## config.mk

```make
export PLATFORM = sky130hd
export DESIGN_NAME = fetch_ctrl
export DESIGN_NICKNAME = d
export VERILOG_FILES = /design/src/rtl/fetch_pkg.sv /design/src/rtl/fetch_out_buf.sv /design/src/rtl/fetch_ctrl.sv
export SDC_FILE = /design/constraint.sdc
export NUM_CORES = 1
export LEC_CHECK = 0
export ABC_CLOCK_PERIOD_IN_PS = 1650
export BUFFER_PORTS_ARGS = -buffer_cell sky130_fd_sc_hd__buf_4
export CAP_MARGIN = 10
export CORE_ASPECT_RATIO = 0.8
export CORE_MARGIN = 2
export CORE_UTILIZATION = 40
export DETAILED_ROUTE_END_ITERATION = 8
export GPL_ROUTABILITY_DRIVEN = 0
export PLACE_DENSITY = 0.72
export SLEW_MARGIN = 30
export SYNTH_ARGS = -nofsm -noshare
export SYNTH_HDL_FRONTEND = slang
export SYNTH_SLANG_ARGS = --single-unit
```

## constraint.sdc

```tcl
create_clock -name clk -period 1.65 [get_ports clk]
set_input_delay 0.165 -clock clk [delete_from_list [all_inputs] [get_ports clk]]
set_output_delay 0.165 -clock clk [all_outputs]
set_load 0.01 [all_outputs]
```

## src/rtl/fetch_pkg.sv

```systemverilog
// fetch_pkg: shared state encoding and default parameters
// for the instruction-fetch sequencer.
package fetch_pkg;

   typedef enum logic [1:0] {
      S_INIT = 2'd0,
      S_REQ  = 2'd1,
      S_WAIT = 2'd2,
      S_DROP = 2'd3
   } fetch_state_e;

   localparam int unsigned FETCH_ADDR_WIDTH  = 5;
   localparam int unsigned FETCH_INSTR_WIDTH = 32;
   localparam int unsigned FETCH_RESET_ADDR  = 0;

   localparam int unsigned FETCH_CNT_WIDTH  = 16;
   localparam int unsigned FETCH_DROP_WIDTH = 8;

endpackage

```

## src/rtl/fetch_out_buf.sv

```systemverilog
// fetch_out_buf: one-entry valid/ready register holding a fetched
// word and its address; flush empties it without touching the data.
module fetch_out_buf
   import fetch_pkg::*;
#(
   parameter int unsigned INSTR_WIDTH = FETCH_INSTR_WIDTH,
   parameter int unsigned ADDR_WIDTH  = FETCH_ADDR_WIDTH
) (
   input  logic                   clk,
   input  logic                   rst_n,
   input  logic                   flush,
   input  logic                   wr_en,
   input  logic [INSTR_WIDTH-1:0] wr_data,
   input  logic [ADDR_WIDTH-1:0]  wr_pc,
   input  logic                   rd_ready,
   output logic                   valid,
   output logic [INSTR_WIDTH-1:0] data,
   output logic [ADDR_WIDTH-1:0]  pc
);

   logic                   valid_q, valid_d;
   logic [INSTR_WIDTH-1:0] data_q, data_d;
   logic [ADDR_WIDTH-1:0]  pc_q, pc_d;

   // A write in the same cycle as an accept refills with no bubble.
   always_comb begin
      valid_d = valid_q;
      data_d  = data_q;
      pc_d    = pc_q;
      priority case (1'b1)
         flush: begin
            valid_d = 1'b0;
         end
         wr_en: begin
            valid_d = 1'b1;
            data_d  = wr_data;
            pc_d    = wr_pc;
         end
         rd_ready: begin
            valid_d = 1'b0;
         end
         default: begin
            valid_d = valid_q;
         end
      endcase
   end

   always_ff @(posedge clk or negedge rst_n) begin
      if (!rst_n) begin
         valid_q <= 1'b0;
         data_q  <= '0;
         pc_q    <= '0;
      end else begin
         valid_q <= valid_d;
         data_q  <= data_d;
         pc_q    <= pc_d;
      end
   end

   assign valid = valid_q;
   assign data  = data_q;
   assign pc    = pc_q;

endmodule

```

## src/rtl/fetch_ctrl.sv

```systemverilog
// fetch_ctrl: single-outstanding instruction fetch sequencer driving an
// external PC counter. FETCH_PERF_CNT_EN adds fetch/drop counters.
module fetch_ctrl
   import fetch_pkg::*;
#(
   parameter int unsigned ADDR_WIDTH  = FETCH_ADDR_WIDTH,
   parameter int unsigned INSTR_WIDTH = FETCH_INSTR_WIDTH,
   parameter int unsigned RESET_ADDR  = FETCH_RESET_ADDR
) (
   input  logic                   clk,
   input  logic                   rst_n,
   input  logic [ADDR_WIDTH-1:0]  pc_in,
   output logic                   pc_load,
   output logic                   pc_enable,
   output logic [ADDR_WIDTH-1:0]  pc_target,
   input  logic                   redirect_valid,
   input  logic [ADDR_WIDTH-1:0]  redirect_addr,
   input  logic                   halt,
   output logic                   imem_req,
   output logic [ADDR_WIDTH-1:0]  imem_addr,
   input  logic                   imem_rvalid,
   input  logic [INSTR_WIDTH-1:0] imem_rdata,
   output logic                   instr_valid,
   input  logic                   instr_ready,
   output logic [INSTR_WIDTH-1:0] instr_data,
   output logic [ADDR_WIDTH-1:0]  instr_pc,
`ifdef FETCH_PERF_CNT_EN
   output logic [15:0]            fetch_count,
   output logic [7:0]             drop_count,
`endif
   output logic                   busy
);

   localparam logic [ADDR_WIDTH-1:0] RST_PC = ADDR_WIDTH'(RESET_ADDR);

   fetch_state_e state_q, state_d;

   logic [ADDR_WIDTH-1:0] req_pc_q, req_pc_d;

   logic                  load_c;
   logic                  en_c;
   logic [ADDR_WIDTH-1:0] target_c;
   logic                  req_c;
   logic [ADDR_WIDTH-1:0] addr_c;
   logic                  wr_c;
   logic                  flush_c;
   logic                  drop_c;
   logic                  slot_blocked;

   // Only request when the slot is empty or being drained this cycle,
   // so the single response always has somewhere to land.
   assign slot_blocked = instr_valid && !instr_ready;

   always_comb begin
      state_d  = state_q;
      req_pc_d = req_pc_q;
      load_c   = 1'b0;
      en_c     = 1'b0;
      target_c = '0;
      req_c    = 1'b0;
      addr_c   = '0;
      wr_c     = 1'b0;
      flush_c  = 1'b0;
      drop_c   = 1'b0;
      unique case (state_q)
         S_INIT: begin
            load_c   = 1'b1;
            target_c = redirect_valid ? redirect_addr : RST_PC;
            state_d  = S_REQ;
         end
         S_REQ: begin
            if (redirect_valid) begin
               load_c   = 1'b1;
               target_c = redirect_addr;
               flush_c  = 1'b1;
            end else if (!halt && !slot_blocked) begin
               req_c    = 1'b1;
               addr_c   = pc_in;
               req_pc_d = pc_in;
               state_d  = S_WAIT;
            end
         end
         S_WAIT: begin
            if (redirect_valid) begin
               load_c   = 1'b1;
               target_c = redirect_addr;
               flush_c  = 1'b1;
               state_d  = imem_rvalid ? S_REQ : S_DROP;
            end else if (imem_rvalid) begin
               wr_c    = 1'b1;
               en_c    = 1'b1;
               state_d = S_REQ;
            end
         end
         S_DROP: begin
            if (redirect_valid) begin
               load_c   = 1'b1;
               target_c = redirect_addr;
               flush_c  = 1'b1;
            end
            if (imem_rvalid) begin
               drop_c  = 1'b1;
               state_d = S_REQ;
            end
         end
         default: begin
            state_d = S_INIT;
         end
      endcase
   end

   always_ff @(posedge clk or negedge rst_n) begin
      if (!rst_n) begin
         state_q  <= S_INIT;
         req_pc_q <= '0;
      end else begin
         state_q  <= state_d;
         req_pc_q <= req_pc_d;
      end
   end

   // Held low in reset so the counter never sees a load from S_INIT early.
   assign pc_load   = rst_n && load_c;
   assign pc_enable = rst_n && en_c;
   assign pc_target = rst_n ? target_c : '0;
   assign imem_req  = rst_n && req_c;
   assign imem_addr = rst_n ? addr_c : '0;

   fetch_out_buf #(
      .INSTR_WIDTH (INSTR_WIDTH),
      .ADDR_WIDTH  (ADDR_WIDTH)
   ) u_out_buf (
      .clk      (clk),
      .rst_n    (rst_n),
      .flush    (flush_c),
      .wr_en    (wr_c),
      .wr_data  (imem_rdata),
      .wr_pc    (req_pc_q),
      .rd_ready (instr_ready),
      .valid    (instr_valid),
      .data     (instr_data),
      .pc       (instr_pc)
   );

   assign busy = (state_q != S_REQ) || instr_valid;

`ifdef FETCH_PERF_CNT_EN
   logic [15:0] fetch_count_q, fetch_count_d;
   logic [7:0]  drop_count_q, drop_count_d;

   always_comb begin
      fetch_count_d = fetch_count_q;
      drop_count_d  = drop_count_q;
      if (instr_valid && instr_ready && (fetch_count_q != 16'hFFFF)) begin
         fetch_count_d = fetch_count_q + 16'd1;
      end
      if (drop_c && (drop_count_q != 8'hFF)) begin
         drop_count_d = drop_count_q + 8'd1;
      end
   end

   always_ff @(posedge clk or negedge rst_n) begin
      if (!rst_n) begin
         fetch_count_q <= '0;
         drop_count_q  <= '0;
      end else begin
         fetch_count_q <= fetch_count_d;
         drop_count_q  <= drop_count_d;
      end
   end

   assign fetch_count = fetch_count_q;
   assign drop_count  = drop_count_q;
`endif

endmodule

```

==> metrics.txt <==
status complete, no violations; Mapped Cells 121; final-report hold violation count 0; CTS sink cnt 45; CP max stage cell dfrtp_2; Power Dens Cells 1140 nW/um2; fin util 63.0%; Setup CP Type reg -> out; top cells by area, synth dfrtp_1, mux2_4, mux2_2; largest net degree at the start of global routing 36; commonest non-fill, non-tap cell in the layout buf_4; Worst Hold End u_out_buf.data[0]$_DFFE_PN0P_; EDFF count, synth 0; CP Launch Type register; fin crit period 1.62 ns; IO Port Bufs 99; post-DR wirelength/cell 14.8 um; full die area 5420 um2; ratio of cells with drive above 1 in the final layout 71.1%; area growth from synthesis to layout 50.5%; relative slew slack 75.0%; asr flop ratio synth 100%; Worst Max-Slew Pin Slew 0.375 ns; internal power 2.40 mW; grt met3 use 4.64%; Placed Area 2730 um2; post-synthesis compound-gate area fraction 1.81%; Layout fillers 399; hold depth 2; global-route usage over all layers 15.8%; combinational share of power 32.5%; pre-CTS WS 0.196 ns; grt peak-use layer met2; CTS tree yes; core area 4620 um2; Reg2Reg Depth 4; CTS clk-pin slew, worst paths 0.09 ns; worst path required time 1.48 ns; Clock power frac 20.6%; Initial DRC Count 20; total wire length 4320 um; pins over their slew limit 0; hold_sp imem_rdata[0]; vias in the first global route 1331; clk_skew 0.00564 ns; f_max 616 MHz; Tightest Hold Check Type in -> reg; Worst EP arrival 1.46 ns; Flop pwr share 46.9%; simple-gate area share of the yosys netlist 6.85%; Yosys reg bits 45; Synth area leader dfrtp_1; worst flop-to-flop path endpoint u_out_buf.data[8]$_DFFE_PN0P_; Synth Area per Inst 16.0 um2; row count 22; synthesized-area fraction occupied by xor and xnor cells 0%; initial antenna violation count 0; drc violations 0; RSZ-0062 raised after global routing yes; global-route wire length before repair 6390 um; H-tree depth 2; CTS Buffer Depth 2; Clock Tree Root clkbuf_8; DRT Pass-1 Iters 3; max_cap viols 0; VDD IR max 0.000534 V; Via Count 1362; final cell count without fillers 292; global route total overflow 0; post-synthesis mux area share 28.5%; Die Y 66.2 um; vias per cell 4.66; post-route clock period utilization 98.4%; count of final setup violators 0; switching share of total power 27.8%; Yosys warning total 0; placed cells 277; CP max stage delay 0.45 ns; hold_ws 0.0927 ns; Mapped Nets 169; Initial Util 41.9%; post-synth top area share 58.2%; P_leak 1.54 nW; ys flop type dfrtp_1; Final Worst Setup Slack 0.0271 ns; post-DP HPWL 3100 um; final antenna-violating net count 0; worst reg2reg startpoint state_q[0]$_DFFE_PN0P_; Inserted Clock Buffers 5; GR Layer Usage met2 24.6%; Worst R2R Setup Slack 0.17 ns; final instance area 2910 um2; post-synthesis sequential area ratio 58.2%; most frequent cells in the layout buf_4, dfrtp_1, mux2_4, mux2_2, and3_1; largest family of logic cells by synthesized area multiplexers; clk_lat worst skew 0.30 ns; CP Max Fanout 8; nets 279; die width 81.8 um; Netlist cell types 22; met1 Use GR 20.5%; switching power 922 uW; io pins 100; CP dominant cell by count buf_6; CP cell instances and4b_1 -> buf_6 -> and3_4 -> buf_6; Worst setup EP type output port; synthesized area 1940 um2; # diodes 0; Post-Synth Adder-Cell Area 0%
[stage by stage]
stage	TNS, ns	power [mW]
after floorplan	0	2.06
after global placement	0	2.63
after detailed placement	0	2.65
after CTS	0	3.35
after global routing	-0.228	3.51
final	0	3.32
[worst max-delay path, delay by kind of cell (launching register included)]
family	cells	cell delay (ns)
buf+inv	2	0.23
flops	1	0.45
simple gates	2	0.48
[layer usage]
layer,part of all wire [%],vias to the layer above
li1,-,650
met3,8.1,8
met2,46,54
met4,1.8,0
met5,0,-
met1,45,650
[cell type report]
class                           count  area (um2)  area share (%)
Clock inverter                      3        21.3           0.730
Multi-Input combinational cell     67         724            24.9
Timing Repair Buffer              111         893            30.7
Sequential cell                    45        1130            38.7
Clock buffer                        5        68.8            2.36
Inverter                            1        3.75           0.129
Tap cell                           60        75.1            2.58
[cell families (layout without fill, tap and decap cells)]
| family | count (synthesis) | after routing |
|---|---|---|
| AOI/OAI and AO/OA | 5 | 5 |
| buffers and inverters | 9 | 120 |
| DFF | 45 | 45 |
| muxes | 42 | 42 |
| and+or+nand+nor | 20 | 20 |
[how the worst max path moves through the flow]
stage / end / depth (start not counted) / slack (ns) / start
after floorplan: u_out_buf.data[19]$_DFFE_PN0P_ / 5 / 0.25 / state_q[0]$_DFFE_PN0P_
after global placement: u_out_buf.data[12]$_DFFE_PN0P_ / 4 / 0.23 / state_q[0]$_DFFE_PN0P_
after detailed placement: u_out_buf.data[18]$_DFFE_PN0P_ / 4 / 0.20 / state_q[0]$_DFFE_PN0P_
after CTS: imem_addr[1] / 4 / 0.006 / state_q[1]$_DFFE_PN0P_
after global routing: imem_addr[1] / 4 / -0.05 / state_q[1]$_DFFE_PN0P_
final: imem_addr[1] / 4 / 0.03 / state_q[1]$_DFFE_PN0P_
[Yosys cell counts (all sizes together) (2+ instances only)]
| library cell | instances |
|---|---|
| mux2 | 42 |
| and3 | 11 |
| o21a | 2 |
| buf | 7 |
| and2 | 2 |
| nor2 | 3 |
| dfrtp | 45 |
[registers in the layout, summed over array words and instances, names as in the netlist]
name / count
u_out_buf.data: 32
req_pc_q: 5
u_out_buf.pc: 5
state_q: 2
u_out_buf.valid: 1
[power groups by stage]
stage               logic (mW)  registers [mW]  clock network (mW)
CTS                       1.09            1.56               0.707
global route              1.16            1.59               0.759
floorplan                0.387            1.67                   0
detailed placement        1.08            1.57                   0
finish                    1.08            1.56               0.684
global placement          1.06            1.57                   0
[timing repair]
item	in CTS	in global routing
buffers inserted	2	3
setup endpoints to repair	5	7
gates resized for setup	1	3
pin swaps	0	4
cloned	1	0
hold buffers	1	0
hold endpoints to repair	21	0
No activity file was read; power rests on OpenSTA's default activity.
